[src/rtl/abr_prim_sync_filter_pkg.sv]
// Shared definitions for the synchronizer/glitch-filter primitive: edge
// classification and elaboration-time parameter helpers.
package abr_prim_sync_filter_pkg;

  typedef enum logic [1:0] {
    EdgeNone = 2'b00,
    EdgeRise = 2'b01,
    EdgeFall = 2'b10
  } edge_e;

  // Counter must hold FilterCycles-1; keep at least one bit so FilterCycles=1 still elaborates.
  function automatic int cnt_width(input int cycles);
    return (cycles <= 2) ? 1 : $clog2(cycles);
  endfunction

  function automatic bit sync_params_ok(input int stages, input int cycles);
    return (stages >= 2) && (cycles >= 1);
  endfunction

endpackage

[src/rtl/abr_prim_flop.sv]
// Plain register with asynchronous active-low reset to a parameterised value.
module abr_prim_flop #(
  parameter int              Width      = 1,
  parameter logic [Width-1:0] ResetValue = '0
) (
  input  logic             clk_i,
  input  logic             rst_b,
  input  logic [Width-1:0] d_i,
  output logic [Width-1:0] q_o
);

  logic [Width-1:0] r_q;

  always_ff @(posedge clk_i or negedge rst_b) begin
    if (!rst_b) begin
      r_q <= ResetValue;
    end else begin
      r_q <= d_i;
    end
  end

  assign q_o = r_q;

endmodule

[src/rtl/abr_prim_sync_filter_ch.sv]
// Single-channel stability filter: commits a new level after FilterCycles
// consecutive mismatching samples and flags the commit with a rise/fall pulse.
module abr_prim_sync_filter_ch
  import abr_prim_sync_filter_pkg::*;
#(
  parameter int   FilterCycles = 4,
  parameter logic ResetValue   = 1'b0
) (
  input  logic clk_i,
  input  logic rst_b,
  input  logic s_i,
  input  logic en_i,
  output logic q_o,
  output logic rise_o,
  output logic fall_o
);

  localparam int              CntW   = cnt_width(FilterCycles);
  localparam logic [CntW-1:0] CntMax = CntW'(FilterCycles - 1);

  logic [CntW-1:0] r_cnt;
  logic            r_q;
  logic            r_rise;
  logic            r_fall;

  logic  w_mismatch;
  logic  w_commit;
  edge_e w_edge;

  // With the filter bypassed any mismatch commits at once; otherwise only the
  // last cycle of a full-length mismatch run does.
  always_comb begin
    w_mismatch = (s_i != r_q);
    w_commit   = w_mismatch && (!en_i || (r_cnt == CntMax));
    w_edge     = EdgeNone;
    if (w_commit) begin
      w_edge = s_i ? EdgeRise : EdgeFall;
    end
  end

  always_ff @(posedge clk_i or negedge rst_b) begin
    if (!rst_b) begin
      r_q    <= ResetValue;
      r_cnt  <= '0;
      r_rise <= 1'b0;
      r_fall <= 1'b0;
    end else begin
      r_rise <= (w_edge == EdgeRise);
      r_fall <= (w_edge == EdgeFall);
      if (w_commit) begin
        r_q <= s_i;
      end
      if (!en_i || !w_mismatch || w_commit) begin
        r_cnt <= '0;
      end else begin
        r_cnt <= r_cnt + CntW'(1);
      end
    end
  end

  assign q_o    = r_q;
  assign rise_o = r_rise;
  assign fall_o = r_fall;

endmodule

[src/rtl/abr_prim_sync_filter.sv]
// Multi-channel input conditioner: NumStages-deep synchronizer per channel
// followed by a per-channel stability filter with edge pulses.
module abr_prim_sync_filter
  import abr_prim_sync_filter_pkg::*;
#(
  parameter int               Width             = 8,
  parameter int               NumStages         = 2,
  parameter int               FilterCycles      = 4,
  parameter logic [Width-1:0] ResetValue        = '0,
  parameter bit               EnablePrimCdcRand = 1'b1
) (
  input  logic             clk_i,
  input  logic             rst_b,
  input  logic [Width-1:0] d_i,
  input  logic [Width-1:0] filt_en_i,
  output logic [Width-1:0] q_sync_o,
  output logic [Width-1:0] q_o,
  output logic [Width-1:0] rise_o,
  output logic [Width-1:0] fall_o
);

  if (!sync_params_ok(NumStages, FilterCycles)) begin : gen_param_check
    $error("abr_prim_sync_filter: NumStages must be >= 2 and FilterCycles >= 1");
  end

  // w_stage[0] is the (optionally delayed) raw input, w_stage[k] is flop k's output.
  logic [Width-1:0] w_stage [NumStages+1];

`ifdef ABR_SIMULATION
  abr_prim_cdc_rand_delay #(
    .DataWidth (Width),
    .Enable    (EnablePrimCdcRand)
  ) u_cdc_rand_delay (
    .clk_i       (clk_i),
    .rst_ni      (rst_b),
    .src_data_i  (d_i),
    .prev_data_i (w_stage[1]),
    .dst_data_o  (w_stage[0])
  );
`else
  logic w_unused_cdc_rand;
  assign w_unused_cdc_rand = EnablePrimCdcRand;
  assign w_stage[0]        = d_i;
`endif

  for (genvar k = 0; k < NumStages; k++) begin : gen_stage
    abr_prim_flop #(
      .Width      (Width),
      .ResetValue (ResetValue)
    ) u_flop (
      .clk_i (clk_i),
      .rst_b (rst_b),
      .d_i   (w_stage[k]),
      .q_o   (w_stage[k+1])
    );
  end

  assign q_sync_o = w_stage[NumStages];

  for (genvar c = 0; c < Width; c++) begin : gen_ch
    abr_prim_sync_filter_ch #(
      .FilterCycles (FilterCycles),
      .ResetValue   (ResetValue[c])
    ) u_ch (
      .clk_i  (clk_i),
      .rst_b  (rst_b),
      .s_i    (w_stage[NumStages][c]),
      .en_i   (filt_en_i[c]),
      .q_o    (q_o[c]),
      .rise_o (rise_o[c]),
      .fall_o (fall_o[c])
    );
  end

endmodule
[config.mk]
export PLATFORM = sky130hd
export DESIGN_NAME = abr_prim_sync_filter
export DESIGN_NICKNAME = d
export VERILOG_FILES = /design/src/rtl/abr_prim_sync_filter_pkg.sv /design/src/rtl/abr_prim_flop.sv /design/src/rtl/abr_prim_sync_filter_ch.sv /design/src/rtl/abr_prim_sync_filter.sv
export SDC_FILE = /design/constraint.sdc
export NUM_CORES = 1
export LEC_CHECK = 0
export CAP_MARGIN = 40
export CORE_ASPECT_RATIO = 0.75
export CORE_MARGIN = 3
export CORE_UTILIZATION = 30
export CTS_CLUSTER_SIZE = 25
export DETAILED_ROUTE_END_ITERATION = 12
export SLEW_MARGIN = 25
export SYNTH_ARGS = -nofsm -noshare
export SYNTH_HDL_FRONTEND = slang
export SYNTH_SLANG_ARGS = --single-unit
[constraint.sdc]
create_clock -name clk_i -period 1.4 [get_ports clk_i]
set_input_delay 0.28 -clock clk_i [delete_from_list [all_inputs] [get_ports clk_i]]
set_output_delay 0.28 -clock clk_i [all_outputs]
set_load 0.03 [all_outputs]
==> key figures <==
Outcome
  – Status: completed

Timing
  – Final worst path period need: 1.34 ns
  – Final hold slack: 0.355 ns
  – Final period utilization: 96.0%
  – Max Transition Viols Final: 0
  – Worst Max-Slew Pin Slew: 0.316 ns
  – Fin. Hold Viols: 0
  – Worst setup margin: 0.0560 ns
  – Worst clock skew: 0.00829 ns
  – Fmax: 744 MHz
  – Final setup viols: 0
  – Setup_tns: 0 ns
  – Worst relative slew slack: 79.0%
  – Unrepaired setup endpoints after global routing: false

Die
  – Die width: 106 um
  – Row count: 26
  – Core Area: 0.00706 mm^2
  – Initial core utilization: 32.0%
  – IO Pins: 50
  – Die Y: 81.2 um
  – Area of the die: 0.00862 mm^2

Critical path
  – R2r setup slk: 0.19 ns
  – Worst flop-to-flop path startpoint: gen_ch[7].u_ch.r_cnt[0]
  – CP startpoint kind: register
  – Crit path max-delay family: buffers and inverters
  – Crit-path max FO: 1
  – CP peak stage delay: 0.40 ns
  – Critical-path top delay cell: dlygate4sd2_1
  – Reg2Reg Depth: 3
  – Worst-path cell chain: dlygate4sd2_1
  – Data arrival, critical path: 1.06 ns
  – WS Path Type: reg2out
  – Worst Path Required: 1.12 ns
  – Reg-to-Reg End: gen_ch[7].u_ch.q_o
  – Worst path buffer plus inverter count: 1
  – Element type at the critical path end: output port
  – Number of cells on the critical path: 1
  – Crit path launch: gen_ch[5].u_ch.rise_o

Final layout
  – Design area: 0.00283 mm^2
  – Share of post-route cells with drive strength above 1: 21.0%
  – Area delta synth->final: 25.3%
  – Number of nets in the final layout: 220
  – Fin cells: 293
  – # diodes: 0
  – Core Util, Final: 40.1%

Clocking
  – Root buffer cell: clkbuf_8
  – Max Root-Sink Buffers: 2
  – Clock Sinks: 56
  – CTS Buf Count: 5
  – Worst-path clk slew: 0.10 ns
  – H-tree levels: 2
  – TritonCTS clock tree: built
  – Later-pin clock latency in the skew report: 0.31 ns

Detailed routing
  – Wire per inst: 11.3 um
  – Initial drt markers: 17
  – Routed WL: 3320 um
  – Vias per cell: 3.91
  – Vias: 1145
  – Router iterations before antenna repair: 3
  – # DRC: 0
  – Post-route ant nets: 0

Placed design
  – Area after DPL: 0.00275 mm^2
  – Number of port buffers: 49
  – Final HPWL DP: 2390 um
  – Placer Congestion: 0.703
  – DP Cell Count: 284
  – Pre-CTS WS: 0.0338 ns

Worst hold path
  – Hold WC Path Type: reg2reg
  – WHS Endpoint: gen_stage[1].u_flop.q_o[0]
  – Hold Crit Start: gen_stage[0].u_flop.q_o[0]
  – Hold path depth: 0

Global route
  – Tot GR Track Use: 8.56%
  – Vias in the first global route: 1241
  – Initial antenna violation count: 0
  – Largest net degree at the start of global routing: 57
  – First-pass GRT wire length: 5840 um
  – Total gr overflow: 0

Pwr
  – P_int: 2.41 mW
  – Switch share: 26.6%
  – Pwr/cell area: 1160 mW/mm^2
  – Sequential share of power: 54.7%
  – Pwr Total: 3.28 mW
  – Max VDD drop: 0.000437 V
  – Net Switching: 0.871 mW
  – Pleak: 1.41 nW
  – Clock Power Share: 28.5%
  – Comb power frac: 16.8%

Run
  – Count of maximum capacitance violations: 0

Logic synthesis
  – Post-synth top area cell: dfrtp_1
  – Fraction of registers with async set or reset after synthesis: 100%
  – Most frequent cell after synthesis: dfrtp_1
  – Post-synth EDFFs: 0
  – Top_reg_cell synth: dfrtp_1
  – Mapped Area: 0.00226 mm^2
  – Yosys warns: 0
  – Seq/Total Area, Yosys: 62.0%
  – Unique masters post-synth: 10
  – Synthesized flop and latch total: 56
  – Top cells by count, synth: dfrtp_1, buf_4, nor3b_1
  – Syn Area/Cell: 14.9 um^2
  – Synth Instances: 152
  – Synth area leaders: dfrtp_1, buf_4, nor3b_1, nor2b_4, ha_1
  – Syn nets: 178
  – Share of the synthesized area in the top cell type: 62.0%
-- final cells by class --
| cell class | instances | area (um^2) |
|---|---|---|
| fillers | 695 | 4230 |
| flip-flops and latches | 56 | 1400 |
| multi-input cells | 64 | 619 |
| repair buffers | 67 | 594 |
| well taps | 98 | 123 |
| clock buffers | 6 | 82.6 |
| clock inverters | 2 | 13.8 |
-- routing by layer --
| metal | routed length [um] | up-vias | GRT usage (%) |
|---|---|---|---|
| met5 | 0 | - | 0 |
| met4 | 76 | 0 | 3.75 |
| met3 | 227 | 9 | 3.10 |
| met2 | 1430 | 34 | 13.2 |
| met1 | 1590 | 542 | 10.9 |
| li1 | - | 560 | - |
-- power by group through the flow --
stage	Sequential, mW	Combinational, mW	Clock [mW]
after floorplan	1.83	0.383	0
after global placement	1.83	0.583	0
after detailed placement	1.83	0.590	0
after CTS	1.80	0.560	0.971
after global routing	1.81	0.606	1.05
final	1.79	0.552	0.932
-- sequential cells by signal, summed over array words and instances (netlist names) --
signal and flops:
gen_ch.u_ch.rise_o 8, gen_ch.u_ch.r_cnt 16, gen_ch.u_ch.q_o 8, gen_ch.u_ch.fall_o 8
gen_stage.u_flop.q_o 16
-- worst max-delay path by stage --
stage / to
after floorplan: gen_ch[0].u_ch.q_o
after global placement: gen_ch[7].u_ch.q_o
after detailed placement: gen_ch[7].u_ch.q_o
after CTS: q_o[1]
after global routing: q_sync_o[3]
final: rise_o[5]
-- cells by family after synthesis --
family	Yosys count	share of synthesized area [%]
and+or+nand+nor	40	15.9
xor gates and xnor gates	8	3.10
adders and majority gates	8	4.43
DFF	56	62.0
muxes	8	3.98
buffers and inverters	32	10.6
-- placed cells by master (no fill, tap or decap), drive strengths merged --
| cell type | netlist | final |
|---|---|---|
| and3 | 1 | 1 |
| and3b | 8 | 8 |
| buf | 32 | 25 |
| clkbuf | 0 | 6 |
| clkdlybuf4s15 | 0 | 6 |
| clkdlybuf4s50 | 0 | 16 |
| clkinv | 0 | 1 |
| dfrtp | 56 | 56 |
| dlygate4sd2 | 0 | 19 |
| dlygate4sd3 | 0 | 1 |
| ha | 8 | 8 |
| inv | 0 | 1 |
| mux2 | 8 | 8 |
| nor2b | 8 | 8 |
| nor3b | 23 | 23 |
| xnor2 | 7 | 7 |
| xor2 | 1 | 1 |
-- timing repair --
| item | in CTS | in global routing |
|---|---|---|
| setup buffers | 0 | 0 |
| gates cloned | 0 | 0 |
| hold buffers | 1 | 0 |
| gates resized for setup | 25 | 6 |
| hold endpoints to repair | 56 | 0 |
| endpoints found under the setup margin | 25 | 6 |
Note: power is estimated with default switching activity, not from simulation.
